<file path="src/rtl/fir_pkg.sv">
// Shared types and sizing constants for the FIR sequencing controller.
package fir_pkg;

   localparam int NTAPS = 4;
   localparam int CW    = 8;
   localparam int DW    = 8;
   localparam int NBITS = NTAPS * CW;

   typedef enum logic [1:0] {
      IDLE,
      LOAD,
      RUN
   } fir_state_t;

endpackage

</file>
<file path="src/rtl/fir_coef_ser.sv">
// Parallel-load coefficient serialiser: shifts a latched set out MSB first,
// one bit per cycle, and flags the final bit.
module fir_coef_ser #(
   parameter int NBITS = fir_pkg::NBITS
) (
   input  logic             ph1,
   input  logic             resetb,
   input  logic             load,
   input  logic [NBITS-1:0] data,
   output logic             shiftIn,
   output logic             shiftClkEn,
   output logic             done
);

   localparam int CNTW = $clog2(NBITS);
   localparam logic [CNTW-1:0] LAST = CNTW'(NBITS - 1);

   logic [NBITS-1:0] sreg_q, sreg_d;
   logic [CNTW-1:0]  cnt_q, cnt_d;
   logic             busy_q, busy_d;

   assign shiftIn    = sreg_q[NBITS-1];
   assign shiftClkEn = busy_q;
   assign done       = busy_q && (cnt_q == LAST);

   always_comb begin
      sreg_d = sreg_q;
      cnt_d  = cnt_q;
      busy_d = busy_q;
      if (load) begin
         sreg_d = data;
         cnt_d  = '0;
         busy_d = 1'b1;
      end else if (busy_q) begin
         sreg_d = {sreg_q[NBITS-2:0], 1'b0};
         cnt_d  = cnt_q + 1'b1;
         if (done) busy_d = 1'b0;
      end
   end

   always_ff @(posedge ph1 or negedge resetb) begin
      if (!resetb) begin
         sreg_q <= '0;
         cnt_q  <= '0;
         busy_q <= 1'b0;
      end else begin
         sreg_q <= sreg_d;
         cnt_q  <= cnt_d;
         busy_q <= busy_d;
      end
   end

endmodule

</file>
<file path="src/rtl/fir_ctrl.sv">
// FIR sequencing controller: loads coefficients into the datapath chain,
// then paces buffered samples at a fixed period and tracks result validity.
module fir_ctrl #(
   parameter int NTAPS  = fir_pkg::NTAPS,
   parameter int CW     = fir_pkg::CW,
   parameter int DW     = fir_pkg::DW,
   parameter int PERIOD = 4,
   parameter int LAT    = 2
) (
   input  logic                ph1,
   input  logic                resetb,
   input  logic                coef_valid,
   output logic                coef_ready,
   input  logic [NTAPS*CW-1:0] coef_data,
   input  logic                in_valid,
   output logic                in_ready,
   input  logic [DW-1:0]       in_data,
   output logic [DW-1:0]       a,
   output logic                enData,
   output logic                shiftIn,
   output logic                shiftClkEn,
   output logic                y_valid,
   output logic                underrun,
   output logic                loaded
);

   import fir_pkg::*;

   localparam int NB   = NTAPS * CW;
   localparam int PCW  = (PERIOD > 2) ? $clog2(PERIOD) : 1;
   localparam logic [PCW-1:0] P_LAST = PCW'(PERIOD - 1);
   localparam logic [PCW-1:0] P_PRE  = PCW'(PERIOD - 2);

   fir_state_t     state_q, state_d;
   logic [PCW-1:0] pcnt_q, pcnt_d;
   logic [DW-1:0]  buf_q, buf_d;
   logic           bufv_q, bufv_d;
   logic [DW-1:0]  a_q, a_d;
   logic           en_q, en_d;
   logic           un_q, un_d;
   logic [LAT-1:0] vq_q, vq_d;
   logic           loaded_q, loaded_d;

   logic c_hs, s_hs, ev, push, ser_done;

   assign coef_ready = (state_q != LOAD);
   assign in_ready   = (state_q == RUN) && !bufv_q;
   assign c_hs       = coef_valid && coef_ready;
   assign s_hs       = in_valid && in_ready;
   // Strobe actions land on the edge that raises enData; reload wins.
   assign ev   = (state_q == RUN) && (pcnt_q == P_PRE) && !c_hs;
   assign push = en_q && !un_q;

   fir_coef_ser #(.NBITS(NB)) u_ser (
      .ph1       (ph1),
      .resetb    (resetb),
      .load      (c_hs),
      .data      (coef_data),
      .shiftIn   (shiftIn),
      .shiftClkEn(shiftClkEn),
      .done      (ser_done)
   );

   always_comb begin
      state_d  = state_q;
      pcnt_d   = pcnt_q;
      buf_d    = buf_q;
      bufv_d   = bufv_q;
      a_d      = a_q;
      en_d     = 1'b0;
      un_d     = 1'b0;
      loaded_d = loaded_q;
      vq_d[0]  = push;
      for (int i = 1; i < LAT; i++) vq_d[i] = vq_q[i-1];
      unique case (state_q)
         IDLE: begin
            if (c_hs) state_d = LOAD;
         end
         LOAD: begin
            loaded_d = 1'b0;
            if (ser_done) begin
               state_d  = RUN;
               loaded_d = 1'b1;
            end
         end
         RUN: begin
            pcnt_d = (pcnt_q == P_LAST) ? '0 : pcnt_q + 1'b1;
            if (ev) begin
               en_d   = 1'b1;
               a_d    = bufv_q ? buf_q : '0;
               un_d   = !bufv_q;
               bufv_d = 1'b0;
            end
            if (s_hs) begin
               buf_d  = in_data;
               bufv_d = 1'b1;
            end
            if (c_hs) begin
               state_d  = LOAD;
               pcnt_d   = '0;
               vq_d     = '0;
               loaded_d = 1'b0;
            end
         end
         default: state_d = IDLE;
      endcase
   end

   always_ff @(posedge ph1 or negedge resetb) begin
      if (!resetb) begin
         state_q  <= IDLE;
         pcnt_q   <= '0;
         buf_q    <= '0;
         bufv_q   <= 1'b0;
         a_q      <= '0;
         en_q     <= 1'b0;
         un_q     <= 1'b0;
         vq_q     <= '0;
         loaded_q <= 1'b0;
      end else begin
         state_q  <= state_d;
         pcnt_q   <= pcnt_d;
         buf_q    <= buf_d;
         bufv_q   <= bufv_d;
         a_q      <= a_d;
         en_q     <= en_d;
         un_q     <= un_d;
         vq_q     <= vq_d;
         loaded_q <= loaded_d;
      end
   end

   assign a        = a_q;
   assign enData   = en_q;
   assign underrun = un_q;
   assign y_valid  = vq_q[LAT-1];
   assign loaded   = loaded_q;

endmodule
</file>
<file path="config.mk">
export PLATFORM = sky130hd
export DESIGN_NAME = fir_ctrl
export DESIGN_NICKNAME = d
export VERILOG_FILES = /design/src/rtl/fir_pkg.sv /design/src/rtl/fir_coef_ser.sv /design/src/rtl/fir_ctrl.sv
export SDC_FILE = /design/constraint.sdc
export NUM_CORES = 1
export LEC_CHECK = 0
export ABC_AREA = 1
export CELL_PAD_IN_SITES_DETAIL_PLACEMENT = 0
export CELL_PAD_IN_SITES_GLOBAL_PLACEMENT = 1
export CORE_ASPECT_RATIO = 1.1
export CORE_MARGIN = 8
export CORE_UTILIZATION = 38
export DETAILED_ROUTE_END_ITERATION = 8
export GPL_TIMING_DRIVEN = 0
export PLACE_DENSITY = 0.81
export SKIP_LAST_GASP = 1
export SLEW_MARGIN = 15
export SYNTH_ARGS = -nofsm -noshare
export SYNTH_HDL_FRONTEND = slang
export SYNTH_SLANG_ARGS = --single-unit
</file>
<file path="constraint.sdc">
create_clock -name ph1 -period 1.8 [get_ports ph1]
set_clock_uncertainty 0.15 [all_clocks]
set_input_delay 0.36 -clock ph1 [delete_from_list [all_inputs] [get_ports ph1]]
set_output_delay 0.36 -clock ph1 [all_outputs]
set_load 0.005 [all_outputs]
</file>
==> impl_results.md, run 1 <==
- Status: complete, no violations
- Share of layout cells above drive strength 1: 9.57%
- CTS tree: built
- GRT met3 Usage: 4.59%
- Post-synthesis sequential area ratio: 51.4%
- Reg2Reg Depth: 7
- Largest net degree at the start of global routing: 34
- Top-level I/O count: 60
- DRT Pass-1 Iters: 4
- GRT overflow: 0
- Slowest Stage Delay on Critical Path: 0.52 ns
- Top cells by count, synth: nand2_1, dfrtp_1, nand3_1
- Fin crit period: 1.75 ns
- Core Util, Final: 52.6%
- Die area: 0.0114 mm2
- CP Max Fanout: 4
- Synth Register Bits: 64
- Fin. max-slew vios: 0
- Port buffer count: 57
- Vias in the first global route: 2906
- DR vias: 2739
- Post-synth top area share: 51.4%
- H-tree depth: 3
- R2R Path End: loaded$_DFFE_PN0P_
- HPWL after detailed placement: 5.60 mm
- GR peak layer: met2
- Layout Nets: 513
- Fin crit share: 97.1%
- Pwr Density: 1440 mW/mm2
- Reg-to-reg slack, setup: 0.07 ns
- Post-Syn Instances: 391
- Final hold vios: 0
- Skew-Pair Late Insertion Delay: 0.34 ns
- Synthesized area: 0.00312 mm2
- Met1 usage: 19.2%
- Stages on worst setup path: 1
- Non-filler instance count after layout: 578
- Finished Cell Area: 0.00418 mm2
- Die Height: 111 um
- Area Growth Syn to Fin: 34.2%
- # diodes: 0
- Crit path kind: reg -> out
- Starting density of the core: 39.2%
- Mapped Nets: 439
- Slew Limit Headroom: 66.8%
- Maximum clock rate: 0.572 GHz
- First-pass GRT wire length: 14.0 mm
- CP Cell Sequence: clkdlybuf4s50_1
- Core area: 0.00796 mm2
- Peak VDD IR: 657 uV
- Drt wl/cell: 13.7 um
- Unrepaired setup endpoints after global routing: true
- Setup-failing EPs final: 0
- Max Cap Viol: 0
- Static Leak: 2.13 nW
- Reg-to-Reg Start: state_q[0]$_DFFE_PN0P_
- WP data arrival: 1.24 ns
- Via density: 4.74
- Ys Warns: 0
- Bufs on Longest Clock Path: 2
- Synth area leaders: dfrtp_1, nand2_1, nand3b_1
- CP Capture Point: shiftClkEn
- CTS Buf Count: 9
- GR Util met2: 24.1%
- Placed cell areas: 0.00384 mm2
- Top_reg_cell synth: dfrtp_1
- Initial DRC count: 73
- Post-synth cell types: 21
- Placed Instances: 557
- Std-Cell Rows: 34
- Cell family with most CP delay: buffers and inverters
- GRT Util Overall: 15.4%
- DRC: 0
- Worst setup path start: u_ser.shiftClkEn$_DFF_PN0_
- Antenna violations before repair: 0
- Hold Path Class: in -> reg
- Clock root buffer: clkbuf_8
- Drt total wl: 7.90 mm
- Crit-path slowest cell: clkdlybuf4s50_1
- Post-route antenna net violation count: 0
- Number of flops mapped to enable cells by yosys: 0
- Syn avg cell area: 7.97 um2
- Startpoint Class: flip-flop
- Required @ worst endpoint: 1.29 ns
- Crit end category: output port
- Yosys top cell by area: dfrtp_1
- Worst Path Buf+Inv: 1
- Num Clock Sinks: 64
- Clk slew on worst S/H paths: 0.07 ns
- Top-count cell post-synth: nand2_1
- Tightest Pin Transition: 0.498 ns
- Die W: 102 um
- Routability cong.: 0.776
- FFs w/ async S/R, synth: 100%
==> sequential cells by signal, indices dropped and copies added, names as in the netlist <==
name	count
u_ser.sreg_q	32
a	8
buf_q	8
u_ser.cnt_q	5
pcnt_q	2
state_q	2
vq_q	2
bufv_q	1
enData	1
loaded	1
u_ser.shiftClkEn	1
underrun	1
==> layout make-up <==
| class | count | area [um2] |
|---|---|---|
| Clock inverter | 6 | 155 |
| Fill cell | 805 | 3770 |
| Timing Repair Buffer | 64 | 633 |
| Clock buffer | 10 | 128 |
| Sequential cell | 64 | 1600 |
| Multi-Input combinational cell | 288 | 1350 |
| Buffer | 24 | 125 |
| Tap cell | 108 | 135 |
| Inverter | 14 | 52.6 |
==> placed cells by master (no fill, tap or decap), drive strengths merged, types with 2 or more instances in the layout <==
master	count
o21ai	11
nand3b	32
nor3	2
nor2	8
clkdlybuf4s50	54
nand3	36
clkinv	3
inv	12
o22ai	2
nand2	182
nand4	8
buf	23
bufinv	5
clkbuf	19
dfrtp	64
ha	4
==> worst min-delay path by stage <==
stage                 startpoint                           to  slack, ns  cells past startpoint
4_1_cts               coef_valid       state_q[0]$_DFFE_PN0P_       0.22                      3
5_1_grt               coef_valid  u_ser.sreg_q[1]$_DFFE_PN0P_       0.27                      4
3_3_place_gp   vq_q[0]$_DFF_PN0_            vq_q[1]$_DFF_PN0_       0.27                      2
3_5_place_dp              resetb  u_ser.sreg_q[6]$_DFFE_PN0P_       0.19                      1
2_1_floorplan             resetb             a[0]$_DFFE_PN0P_      -0.09                      0
6_report              coef_valid       state_q[0]$_DFFE_PN0P_       0.25                      3
==> what timing repair did <==
item,in CTS,in global routing
gates resized for setup,7,4
hold buffers,1,0
buffers inserted,3,2
endpoints found under the setup margin,2,3
pin swaps,1,0
hold endpoints to repair,32,0
==> per-layer routing <==
| metal | wire length (um) | share of wire (%) |
|---|---|---|
| met2 | 3650 | 46 |
| met3 | 525 | 6.6 |
| met4 | 135 | 1.7 |
| met5 | 0 | 0 |
| met1 | 3580 | 45 |
==> per-stage QoR <==
step	TNS [ns]	total power [W]	setup slack, ns	hold slack, ns
after floorplan	0	0.00363	0.341	-0.0856
after global placement	-126.61	0.00419	-1.98	0.273
after detailed placement	-0.235	0.00425	-0.157	0.186
after CTS	-0.217	0.00608	-0.217	0.215
after global routing	-0.201	0.00656	-0.0581	0.267
final	0	0.00603	0.0520	0.245
==> logic make-up after synthesis <==
logic type	share of synthesized area [%]
AO/OA/AOI/OAI	2.33
adder cells (fa/ha/maj)	1.61
buffers and inverters	5.62
flip-flops	51.4
AND/OR/NAND/NOR	39.0
==> power by group <==
group          internal (W)  switching, W
registers           0.00194      0.000274
clock network       0.00120      0.000564
logic              0.000826       0.00123
(Power assumes the default switching activity.)
==> run 2: changes to the inputs <==
--- a/config.mk
+++ b/config.mk
@@ -9,7 +9,7 @@
 export CELL_PAD_IN_SITES_DETAIL_PLACEMENT = 0
 export CELL_PAD_IN_SITES_GLOBAL_PLACEMENT = 1
 export CORE_ASPECT_RATIO = 1.1
-export CORE_MARGIN = 8
+export CORE_MARGIN = 2
 export CORE_UTILIZATION = 38
 export DETAILED_ROUTE_END_ITERATION = 8
 export GPL_TIMING_DRIVEN = 0
==> impl_results.md, run 2 (same netlist as run 1, synthesis figures left out) <==
- Maximum clock rate: 0.549 GHz
- Crit-path slowest cell: dfrtp_2
- H-tree depth: 3
- Clock power frac: 20.3%
- Drt total wl: 7.51 mm
- Via density: 4.79
- CP Cell Sequence: buf_4, nor3_1, dlygate4sd2_1
- Peak VDD IR: 575 uV
- Unrepaired setup endpoints after global routing: true
- Core area: 0.00796 mm2
- Post-route antenna net violation count: 0
- Die W: 90.3 um
- Non-filler instance count after layout: 579
- Bufs on Longest Clock Path: 2
- Fin crit share: 101%
- Static Leak: 2.08 nW
- Max Cap Viol: 0
- Std-Cell Rows: 34
- Starting density of the core: 39.2%
- Sw power: 0.00210 W
- Post-route setup slack: -0.0227 ns
- Crit end category: output port
- # diodes: 0
- Antenna violations before repair: 0
- Die Height: 99.0 um
- Area Growth Syn to Fin: 31.0%
- Placed Instances: 557
- Switching Fraction: 39.1%
- Slew Limit Headroom: 65.3%
- Largest register FFs: 32
- Num Clock Sinks: 64
- DRC: 0
- Crit path kind: reg -> out
- Fillcell total: 780
- Clk slew on worst S/H paths: 0.07 ns
- CTS tree: built
- Sequential share of power: 41.3%
- Initial DRC count: 66
- First-pass GRT wire length: 12.7 mm
- Fin crit period: 1.82 ns
- Post-layout power: 0.00536 W
- GRT Util Overall: 17.6%
- Share of layout cells above drive strength 1: 9.55%
- DR vias: 2772
- Startpoint Class: flip-flop
- Largest net degree at the start of global routing: 37
- Tightest Pin Transition: 0.520 ns
- Fin. max-slew vios: 0
- Worst Path Buf+Inv: 2
- Routability cong.: 0.800
- Internal power: 0.00326 W
- Layout Nets: 514
- CTS Buf Count: 9
- Cell family with most CP delay: flip-flops
- Most common cell after layout, fill and taps aside: nand2_1
- Logic pwr share: 38.3%
- Commonest non-fill, non-tap cells in the layout: nand2_1, dfrtp_1, clkdlybuf4s50_1, nand3_1, nand3b_1
- Skew-Pair Late Insertion Delay: 0.33 ns
- Drt wl/cell: 13.0 um
- Failing checks: negative setup slack
- CP Max Fanout: 2
- Multi-input gate area in the final layout: 0.00134 mm2
- Port buffer count: 57
- HPWL after detailed placement: 5.26 mm
- Setup-failing EPs final: 1
- WP data arrival: 1.31 ns
- Top-level I/O count: 60
- Register area: 0.00160 mm2
- DRT Pass-1 Iters: 4
- Status: finished, violations left
- Final hold vios: 0
- Hold Path Class: in -> reg
- GRT overflow: 0
- Die area: 0.00894 mm2
- Slowest Stage Delay on Critical Path: 0.42 ns
- Pwr Density: 1310 mW/mm2
- Clock root buffer: clkbuf_8
- Required @ worst endpoint: 1.29 ns
- Top reg by flops: u_ser.sreg_q
- Vias in the first global route: 2797
run 2: final cells by class:
cell class | count | share of cell area (%)
sequential | 64 | 39.3
buffer | 24 | 3.07
timing repair buffer | 65 | 15.9
clock inverter | 7 | 1.20
inverter | 14 | 1.29
multi-input combinational | 288 | 32.9
tap | 108 | 3.31
clock buffer | 9 | 3.04
run 2: metrics by stage:
step	worst slack (ns)	util, %	setup TNS [ns]	hold slack, ns	instance area, um2
2_1_floorplan	0.341	-	0	-0.0856	3120
3_3_place_gp	-1.99	48.0	-127.37	0.276	3820
3_5_place_dp	-0.131	48.3	-0.192	0.160	3840
4_1_cts	-0.186	50.9	-0.186	0.228	4050
5_1_grt	-0.0725	51.3	-0.203	0.255	4080
6_report	-0.0227	51.3	-0.0227	0.236	4080
run 2: worst reg2reg max path, cell delays in order (launching register included):
cell	delay [ns]
dfrtp_2	0.42
buf_4	0.14
buf_4	0.14
nor2_2	0.20
buf_2	0.25
nand2_1	0.17
nand3_1	0.11
nand2_1	0.05
run 2: final timing paths:
check	startpoint	to	depth (start not counted)	slack (ns)
min in group asynchronous	resetb	u_ser.sreg_q[5]$_DFFE_PN0P_	2	0.33
max	state_q[0]$_DFFE_PN0P_	in_ready	3	-0.02
max in group asynchronous	resetb	state_q[0]$_DFFE_PN0P_	3	0.63
max reg2reg	state_q[0]$_DFFE_PN0P_	loaded$_DFFE_PN0P_	7	0.08
min reg2reg	vq_q[0]$_DFF_PN0_	vq_q[1]$_DFF_PN0_	2	0.30
min	coef_valid	state_q[0]$_DFFE_PN0P_	3	0.24
run 2: what timing repair did:
action | 4_1_cts | 5_1_grt
gates resized for setup | 7 | 2
hold buffers | 1 | 0
endpoints found under the hold margin | 28 | 0
setup buffers | 3 | 3
setup endpoints to repair | 2 | 2
pin swaps | 1 | 0
run 2: per-layer routing:
| layer | vias to the layer above | routed length, um | global-route usage [%] |
|---|---|---|---|
| met2 | 58 | 3590 | 28.9 |
| met5 | - | 0 | 0 |
| met3 | 9 | 353 | 4.66 |
| met1 | 1303 | 3480 | 22.6 |
| met4 | 0 | 89 | 6.51 |
| li1 | 1402 | - | - |
run 2: power by group through the flow:
stage	sequential [W]	clock, W	combinational [W]
final	0.00221	0.00109	0.00205
after global routing	0.00228	0.00118	0.00240
after CTS	0.00221	0.00111	0.00207
after detailed placement	0.00224	0	0.00201
after global placement	0.00222	0	0.00197
after floorplan	0.00217	0	0.00146
